--- src/rtl/vga_proc_pkg.sv ---
// Shared definitions for the VGA grayscale processing blocks: default window
// size, datapath widths, controller state encoding and a level step helper.
package vga_proc_pkg;

    localparam int H_ACT_DEF = 617;
    localparam int V_ACT_DEF = 478;

    localparam int ACC_W = 27;   // per-frame gray sum
    localparam int CNT_W = 19;   // per-frame pixel count
    localparam int LVL_W = 4;    // contrast level

    typedef enum logic [1:0] {
        ST_ACCUM = 2'd0,
        ST_DIV   = 2'd1,
        ST_ADJ   = 2'd2
    } ctrl_state_e;

    // One saturating step of a level; simultaneous up and down cancel out.
    function automatic logic [LVL_W-1:0] lvl_step(input logic [LVL_W-1:0] lvl,
                                                  input logic             up,
                                                  input logic             dn);
        logic [LVL_W-1:0] nxt;
        nxt = lvl;
        if (up && !dn && lvl != {LVL_W{1'b1}}) nxt = lvl + LVL_W'(1);
        else if (dn && !up && lvl != '0)       nxt = lvl - LVL_W'(1);
        return nxt;
    endfunction

endpackage

--- src/rtl/seq_divider.sv ---
// Restoring divider, one quotient bit per clock. A start pulse loads the
// operands; ACC_W iterations later the quotient is final. done is high during
// the cycle whose closing edge performs the last iteration, so the caller can
// step its own FSM on that same edge and read quot on the following cycle.
module seq_divider
    import vga_proc_pkg::*;
(
    input  logic             clk,
    input  logic             rst,
    input  logic             start,
    input  logic [ACC_W-1:0] num,
    input  logic [CNT_W-1:0] den,
    output logic             busy,
    output logic             done,
    output logic [ACC_W-1:0] quot
);

    localparam int              IDX_W = $clog2(ACC_W);
    localparam logic [IDX_W-1:0] LAST = IDX_W'(ACC_W - 1);

    logic             busy_q, busy_d;
    logic [IDX_W-1:0] idx_q, idx_d;
    logic [CNT_W-1:0] rem_q, rem_d;
    logic [ACC_W-1:0] quo_q, quo_d;
    logic [CNT_W-1:0] den_q, den_d;
    logic             dz_q, dz_d;
    logic [CNT_W:0]   rem_sh;
    logic [CNT_W:0]   diff;

    // Shift the next numerator bit into the remainder and try the subtraction;
    // the top bit of diff is the borrow.
    always_comb begin
        rem_sh = {rem_q, quo_q[ACC_W-1]};
        diff   = rem_sh - {1'b0, den_q};
        busy_d = busy_q;
        idx_d  = idx_q;
        rem_d  = rem_q;
        quo_d  = quo_q;
        den_d  = den_q;
        dz_d   = dz_q;
        if (start) begin
            busy_d = 1'b1;
            idx_d  = '0;
            rem_d  = '0;
            quo_d  = num;
            den_d  = den;
            dz_d   = (den == '0);
        end else if (busy_q) begin
            if (!diff[CNT_W]) begin
                rem_d = diff[CNT_W-1:0];
                quo_d = {quo_q[ACC_W-2:0], 1'b1};
            end else begin
                rem_d = rem_sh[CNT_W-1:0];
                quo_d = {quo_q[ACC_W-2:0], 1'b0};
            end
            idx_d = idx_q + IDX_W'(1);
            if (idx_q == LAST) busy_d = 1'b0;
        end
    end

    // Divider state registers.
    always_ff @(posedge clk or posedge rst) begin
        if (rst) begin
            busy_q <= 1'b0;
            idx_q  <= '0;
            rem_q  <= '0;
            quo_q  <= '0;
            den_q  <= '0;
            dz_q   <= 1'b0;
        end else begin
            busy_q <= busy_d;
            idx_q  <= idx_d;
            rem_q  <= rem_d;
            quo_q  <= quo_d;
            den_q  <= den_d;
            dz_q   <= dz_d;
        end
    end

    assign busy = busy_q;
    assign done = busy_q && (idx_q == LAST);
    // A zero divisor would otherwise produce an all-ones quotient.
    assign quot = dz_q ? '0 : quo_q;

endmodule

--- src/rtl/contrast_level_ctrl.sv ---
// Frame-rate contrast controller: accumulates gray intensity over the active
// window, divides for the frame mean, and schedules the contrast level and
// bright enable so that every change lands on a frame boundary.
module contrast_level_ctrl
    import vga_proc_pkg::*;
#(
    parameter int H_ACT     = H_ACT_DEF,
    parameter int V_ACT     = V_ACT_DEF,
    parameter int TARGET    = 128,
    parameter int HYST      = 8,
    parameter int LEVEL_RST = 0
) (
    input  logic             iCLK,
    input  logic             iRST,
    input  logic             iPIX_VAL,
    input  logic [12:0]      iROW,
    input  logic [12:0]      iCOL,
    input  logic [7:0]       iGRAY,
    input  logic             iAUTO,
    input  logic             iKEY_UP,
    input  logic             iKEY_DN,
    input  logic             iBRIGHT_EN,
    output logic [LVL_W-1:0] oLEVEL,
    output logic             oBRIGHT,
    output logic [7:0]       oMEAN,
    output logic             oMEAN_VLD,
    output logic             oBUSY
);

    localparam logic [12:0]      COL_LIM  = 13'(H_ACT);
    localparam logic [12:0]      ROW_LIM  = 13'(V_ACT);
    localparam logic [12:0]      COL_LAST = 13'(H_ACT - 1);
    localparam logic [12:0]      ROW_LAST = 13'(V_ACT - 1);
    localparam logic [ACC_W-1:0] LO_TH    = ACC_W'(TARGET - HYST);
    localparam logic [ACC_W-1:0] HI_TH    = ACC_W'(TARGET + HYST);
    localparam logic [LVL_W-1:0] LVL_INIT = LVL_W'(LEVEL_RST);

    ctrl_state_e      state_q, state_d;
    logic [ACC_W-1:0] sum_q, sum_d;
    logic [CNT_W-1:0] cnt_q, cnt_d;
    logic             sync_q, sync_d;
    logic [LVL_W-1:0] level_q, level_d;
    logic [LVL_W-1:0] pend_q, pend_d;
    logic             bright_q, bright_d;
    logic [7:0]       mean_q, mean_d;
    logic             mean_vld_q, mean_vld_d;

    logic             qual, fe;
    logic [ACC_W-1:0] snap_sum;
    logic [CNT_W-1:0] snap_cnt;
    logic             div_start, div_busy, div_done;
    logic [ACC_W-1:0] div_quot;

    // Pixel qualification and frame-end detect.
    always_comb begin
        qual = iPIX_VAL && (iROW < ROW_LIM) && (iCOL < COL_LIM);
        fe   = qual && (iROW == ROW_LAST) && (iCOL == COL_LAST);
    end

    // The snapshot includes the frame-end pixel itself, so the accumulators
    // can clear on that edge without losing it.
    assign snap_sum  = sum_q + {{(ACC_W-8){1'b0}}, iGRAY};
    assign snap_cnt  = cnt_q + CNT_W'(1);
    // The first frame end after reset only arms sync: that frame was partial.
    assign div_start = fe && sync_q && (state_q == ST_ACCUM);

    seq_divider u_div (
        .clk   (iCLK),
        .rst   (iRST),
        .start (div_start),
        .num   (snap_sum),
        .den   (snap_cnt),
        .busy  (div_busy),
        .done  (div_done),
        .quot  (div_quot)
    );

    // Next-state for accumulators, FSM, level scheduling and mean output.
    always_comb begin
        state_d    = state_q;
        sum_d      = sum_q;
        cnt_d      = cnt_q;
        sync_d     = sync_q;
        level_d    = level_q;
        bright_d   = bright_q;
        mean_d     = mean_q;
        mean_vld_d = 1'b0;

        if (fe) begin
            sum_d    = '0;
            cnt_d    = '0;
            sync_d   = 1'b1;
            bright_d = iBRIGHT_EN;
            if (!iAUTO) level_d = pend_q;
        end else if (qual) begin
            sum_d = snap_sum;
            cnt_d = snap_cnt;
        end

        case (state_q)
            ST_ACCUM: if (div_start) state_d = ST_DIV;
            ST_DIV:   if (div_done)  state_d = ST_ADJ;
            ST_ADJ: begin
                mean_d     = div_quot[7:0];
                mean_vld_d = 1'b1;
                if (iAUTO) level_d = lvl_step(level_q, div_quot < LO_TH, div_quot > HI_TH);
                state_d    = ST_ACCUM;
            end
            default:  state_d = ST_ACCUM;
        endcase

        // In auto the pending level shadows the committed one, so dropping to
        // manual resumes from wherever auto left off.
        if (iAUTO) pend_d = level_d;
        else       pend_d = lvl_step(pend_q, iKEY_UP, iKEY_DN);
    end

    // Controller registers.
    always_ff @(posedge iCLK or posedge iRST) begin
        if (iRST) begin
            state_q    <= ST_ACCUM;
            sum_q      <= '0;
            cnt_q      <= '0;
            sync_q     <= 1'b0;
            level_q    <= LVL_INIT;
            pend_q     <= LVL_INIT;
            bright_q   <= 1'b0;
            mean_q     <= '0;
            mean_vld_q <= 1'b0;
        end else begin
            state_q    <= state_d;
            sum_q      <= sum_d;
            cnt_q      <= cnt_d;
            sync_q     <= sync_d;
            level_q    <= level_d;
            pend_q     <= pend_d;
            bright_q   <= bright_d;
            mean_q     <= mean_d;
            mean_vld_q <= mean_vld_d;
        end
    end

    assign oLEVEL    = level_q;
    assign oBRIGHT   = bright_q;
    assign oMEAN     = mean_q;
    assign oMEAN_VLD = mean_vld_q;
    assign oBUSY     = div_busy;

endmodule
--- config.mk ---
export PLATFORM = sky130hd
export DESIGN_NAME = contrast_level_ctrl
export DESIGN_NICKNAME = d
export VERILOG_FILES = /design/src/rtl/vga_proc_pkg.sv /design/src/rtl/seq_divider.sv /design/src/rtl/contrast_level_ctrl.sv
export SDC_FILE = /design/constraint.sdc
export NUM_CORES = 1
export LEC_CHECK = 0
export ABC_AREA = 1
export CAP_MARGIN = 20
export CORE_ASPECT_RATIO = 0.9
export CORE_UTILIZATION = 45
export CTS_CLUSTER_DIAMETER = 100
export DETAILED_ROUTE_END_ITERATION = 16
export GPL_ROUTABILITY_DRIVEN = 1
export SETUP_SLACK_MARGIN = 0.05
export SLEW_MARGIN = 0
export SYNTH_ARGS = -nofsm -noshare
export SYNTH_HDL_FRONTEND = slang
export SYNTH_SLANG_ARGS = --single-unit
--- constraint.sdc ---
create_clock -name iCLK -period 8.68 [get_ports iCLK]
set_clock_uncertainty 0.05 [all_clocks]
set_input_delay 1.736 -clock iCLK [delete_from_list [all_inputs] [get_ports iCLK]]
set_output_delay 1.736 -clock iCLK [all_outputs]
set_load 0.1 [all_outputs]
### After elaboration in Yosys (flattened, before gate mapping)

Cells that the tools add are included.

* bitwise gates (word level): 0
* $mul: 0
* shift operators: 0
* reductions and logical operators: 27
* mux-type cells: 29
* order comparisons: 4
* add/sub/neg operators: 8
* div/mod/pow operators: 0
* eq/ne operators: 9

Operators by type and width (count)
* $mux 27: 5
* $mux 19: 5
* $mux 4: 9
* $add 27x8->27: 1
* $gt 27x8->1 const B: 1
* $lt 27x7->1 const B: 1
* $sub 20x19->20: 1
* $add 19x1->19 const B: 1
* $logic_not 19->1: 1
* $logic_and 1x1->1: 15
* $eq 13x10->1 const B: 1
* $eq 13x9->1 const B: 1
* $lt 13x10->1 const B: 1
* $lt 13x9->1 const B: 1
* $mux 5: 2
* $add 4x1->4 const B: 2
* $ne 4x4->1 const B: 2
* $reduce_bool 4->1: 2
* $sub 4x1->4 const B: 2
* $add 5x1->5 const B: 1
* $eq 5x5->1 const B: 1
* $mux 1: 5
* $logic_not 1->1: 4
* $mux 2: 2
* 8 further kinds: 10

* bits in registers: 139
* memory bits (writable): 0
* bits of input ports: 41
* word-level logic and storage cells: 92
* latch bits: 0
* memories: 0
* bits in read-only memories: 0

### Depth between registers and ports, before layout

* depth in word-level cells: 10
* depth in mapped cells: 16
* gate-level depth less buffers: 16

### By module

From an unflattened synthesis, not the netlist that was laid out.

* cell total of the unflattened synthesis: 1224
* area total of the unflattened synthesis: 9131.3 sq um

Modules (own cells, without submodules)
* seq_divider: area each 4655.7 sq um, times used 1, cells an instance 634
* contrast_level_ctrl: area each 4475.5 sq um, times used 1, cells an instance 590

### Least setup slack after synthesis

OpenSTA, ideal clock, no wires.

* path kind: input to register
* start: input iGRAY[0]
* end: register sum_q[26]
* arrival: 3.246 ns
* data required time: 8.502 ns
* stages: 11
* slack: 5.256 ns
* path through: ha_1 > fa_1 > nand3_1 > nand2_1 > nand2_1 > nand3_1 > nand3_1 > nor2_2 > nand2_1 > xor2_1 > o21ai_0

* cells in the longest elaborated chain, start to end: 3

RTL lines
* from (decl): RTL line contrast_level_ctrl.sv:18 `input logic [7:0] iGRAY,`
* $add 27x8->27: RTL line contrast_level_ctrl.sv:62 `assign snap_sum = sum_q + {{(ACC_W-8){1'b0}}, iGRAY};`
* $mux 27: RTL line contrast_level_ctrl.sv:95 `end else if (qual) begin`
* $mux 27: RTL line contrast_level_ctrl.sv:89 `if (fe) begin`
* to (signal assigned): RTL line contrast_level_ctrl.sv:132 `sum_q <= sum_d;`
* to (decl): RTL line contrast_level_ctrl.sv:39 `logic [ACC_W-1:0] sum_q, sum_d;`

Every way passes these cells. The select of a mux whose other input is x is not followed.
A chain may end at the register's enable or synchronous reset.

### Worst setup path in the final report

* start: input iCOL[1]
* end: register u_div.quo_q[20]

* cells in the longest elaborated chain, start to end: 7
* elaborated cells on any way between the ends: 9
* classes of those cells: order compare (1); eq/ne (1); mux (1); reduce/logical (6)

RTL lines
* from (decl): RTL line contrast_level_ctrl.sv:17 `input logic [12:0] iCOL,`
* $lt 13x10->1: RTL line contrast_level_ctrl.sv:56 `qual = iPIX_VAL && (iROW < ROW_LIM) && (iCOL < COL_LIM);`
* $logic_and 1x1->1: RTL line contrast_level_ctrl.sv:56
* $logic_and 1x1->1: RTL line contrast_level_ctrl.sv:57 `fe = qual && (iROW == ROW_LAST) && (iCOL == COL_LAST);`
* $logic_and 1x1->1 *: RTL line contrast_level_ctrl.sv:57
* $logic_and 1x1->1 * (2 in a row): RTL line contrast_level_ctrl.sv:65 `assign div_start = fe && sync_q && (state_q == ST_ACCUM);`
* $mux 27 / $reduce_bool 2->1 (equally long branches)
* to (signal assigned): RTL line seq_divider.sv:74 `quo_q <= quo_d;`
* to (decl): RTL line seq_divider.sv:24 `logic [ACC_W-1:0] quo_q, quo_d;`

Mark *: on every way between the ends. The rest lies on a longest branch, timed or not.

==> results_dict.tcl <==
set metrics [dict create \
    drt-total-wl_um 22000 \
    syn_nets 1253 \
    cts.clk_slew.worst_paths_ps 60 \
    wire_per_inst_um 14.8 \
    register_area_um2 3480 \
    hold_viol 0 \
    rsz0062_at_grt "no" \
    period_needed_ps 5400 \
    rr_startpoint "u_div.den_q[10]" \
    dp.cells 1453 \
    crit_slowest_cell "nand3_4" \
    synth_edf_count 0 \
    synth.top_cell.area_share_pct 38.7 \
    slew_violations 0 \
    nets 1300 \
    clockRootBuffer "clkbuf_16" \
    place_congestion 0.894 \
    grt_pass1_wl_um 37100 \
    cts_buffers 17 \
    grt_max_degree 83 \
    multiInputGateArea_um2 4660 \
    worst_pin_slew_ps 1030 \
    postRouteAntennaNets 0 \
    peakVddDrop_mv 0.0972 \
    cpPeakStageDelay_ps 900 \
    ys.flop_type "dfrtp_1" \
    layout-drive-gt1-share_pct 6.73 \
    timing.max_cap.violations 0 \
    whs_ps 428 \
    synth.largest_area_cell "dfrtp_1" \
    clock_latency_ps 430 \
    status "complete, no violations" \
    async_flop_share_pct 100 \
    crit_top_cell "nand2_1" \
    cts.sinks 139 \
    seq_area_frac_synth_pct 38.7 \
    die_y_um 136 \
    setup.worst_path.end_class "register" \
    p_leak_nw 4.91 \
    start_util_pct 46.3 \
    crit_end "u_div.quo_q[20]" \
    crit_type "in2reg" \
    port_buffers 55 \
    syn_area_per_cell_um2 7.65 \
    rrSetupSlack_ps 5780 \
    area_delta_synth_final_pct 13.3 \
    synth_area_um2 8990 \
    route.vias.total 7701 \
    path_cells "clkdlybuf4s50_1 -> inv_1 -> nand2_1 -> o21ai_1 -> nand2_1 -> nand2_1 -> nand2_1 -> a21oi_2 -> nand3_4 -> nand2_2 -> inv_4 -> nand2_1 -> o21ai_0 -> inv_1 -> o21ai_1" \
    cp_data_required_time_ps 8910 \
    netlist_top_cells_area "dfrtp_1, nand2_1, inv_1" \
    drtIter0Drc 421 \
    critPathArrivalTime_ps 5620 \
    die_w_um 151 \
    place_area_um2 9650 \
    antenna_found_initial 0 \
    viasPerCell 5.19 \
    fmax_mhz 185 \
    firstDrtPassIters 5 \
    crit_path_start_kind "input pin" \
    hold_path_class "reg2reg" \
    clock_path_buffers 2 \
    synth_cells 1175 \
    htreeDepth 4 \
    setup_viol 0 \
    holdBufCountCts 0 \
    io_pins 56 \
    reg2reg_depth 11 \
    crit_fanout 67 \
    fill_cells 1886 \
    rows 48 \
    instances_no_fill 1484 \
    gr-total-overflow 0 \
    post_cts_buffers 0 \
    grt_pass1_vias 7290 \
    hpwlAfterDp_um 16000 \
    final_area_um2 10200 \
    min_period_over_period_pct 62.2 \
    cts-resized-gates 0 \
    setup_tns_ps 0 \
    diodes 0 \
    coreArea_um2 19400 \
    cts_tree "built" \
    fp.dieArea_um2 20500 \
    ys_ff_latch 139 \
    drc_errors 0 \
    synth.distinct_cells 48 \
    power_density_nw_per_um2 148 \
    maxSlewHeadroom_pct 31.0 \
    worstReg2RegEnd "u_div.rem_q[14]" \
    track_usage_pct 23.2 \
    synth_warnings 0 \
    critPathLaunch "iCOL[1]" \
]
## cell usage after synthesis, drive strengths merged (13+ instances only)
cell type and instances:
xnor2 13, nor2 99, nand2 308, dfrtp 139, ha 34, nand4 30, buf 21, o211ai 22
o22ai 13, nand3 75, a21oi 30, xor2 47, inv 163, o21ai 106, nor3 23
## flip-flops by register name, summed over array words and instances (netlist names), 2 cells and up
name / flops
u_div.den_q: 19
u_div.quo_q: 27
pend_q: 4
cnt_q: 19
oMEAN: 8
state_q: 2
oLEVEL: 4
sum_q: 27
u_div.idx_q: 5
u_div.rem_q: 19
## worst min-delay path by stage
stage	startpoint	to	slack [ps]	cells after the start
after detailed placement	oMEAN[3]	oMEAN[3]	410	2
after floorplan	sync_q	sync_q	400	2
after CTS	oMEAN[3]	oMEAN[3]	430	2
after global routing	oMEAN[3]	oMEAN[3]	450	2
final	oMEAN[3]	oMEAN[3]	430	2
after global placement	oMEAN[3]	oMEAN[3]	410	2
## logic make-up after synthesis
logic type                 count (synthesis)  share of synthesized area (%)
AOI/OAI and AO/OA                        199                           13.9
DFF                                      139                           38.7
and+or+nand+nor                          546                           26.6
muxes                                      1                          0.125
adders and majority gates                 37                           5.40
buffers and inverters                    193                           9.44
xor gates and xnor gates                  60                           5.85
## metal layers
metal	track usage [%]	wire length, um	vias to the layer above
met3	4.43	903	22
met2	32.5	9070	133
met4	6.50	262	0
li1	-	-	3947
met1	35.6	11800	3599
met5	0	0	-
## placed cells by master, fill, tap and decap left out, types with 5 or more instances in the layout
cell type	n
ha_1	34
xnor2_1	13
o211ai_2	10
clkbuf_16	17
xor2_1	47
o21bai_1	5
a21oi_1	29
inv_1	158
nand2_1	301
nor3_1	21
o221ai_1	7
nand2_2	6
o211ai_1	12
clkdlybuf4s50_1	55
o21ai_0	88
o21ai_1	17
nand3_1	72
dfrtp_1	139
o221ai_2	5
nor2_1	87
clkinvlp_4	5
nand4_1	30
o22ai_1	13
nor2_2	8
## power by group
| group | leakage (nW) | internal, W | switching, W |
|---|---|---|---|
| clock network | 0.250 | 0.000374 | 0.000299 |
| registers | 1.83 | 0.000663 | 0.0000208 |
| logic | 2.84 | 0.0000562 | 0.0000910 |
## cell type report
cell class	count	share of cell area, %
inverter	163	6.13
sequential	139	34.1
clock buffer	19	4.35
timing repair buffer	58	5.63
clock inverter	12	0.921
tap	250	3.07
multi-input combinational	843	45.8
## stage by stage
step | util (%) | setup WS [ps] | power [W]
floorplan | - | 3170 | 0.000793
global placement | 49.7 | 2860 | 0.000844
detailed placement | 49.7 | 2790 | 0.000845
CTS | 52.5 | 3280 | 0.00152
global route | 52.5 | 2760 | 0.00157
finish | 52.5 | 3280 | 0.00150
## worst max-delay path, delay by kind of cell
kind	cells	cell delay (ps)
AO/OA/AOI/OAI	4	1060
buffers and inverters	4	830
AND/OR/NAND/NOR	7	1950
Power figures use the tool's default switching activity.
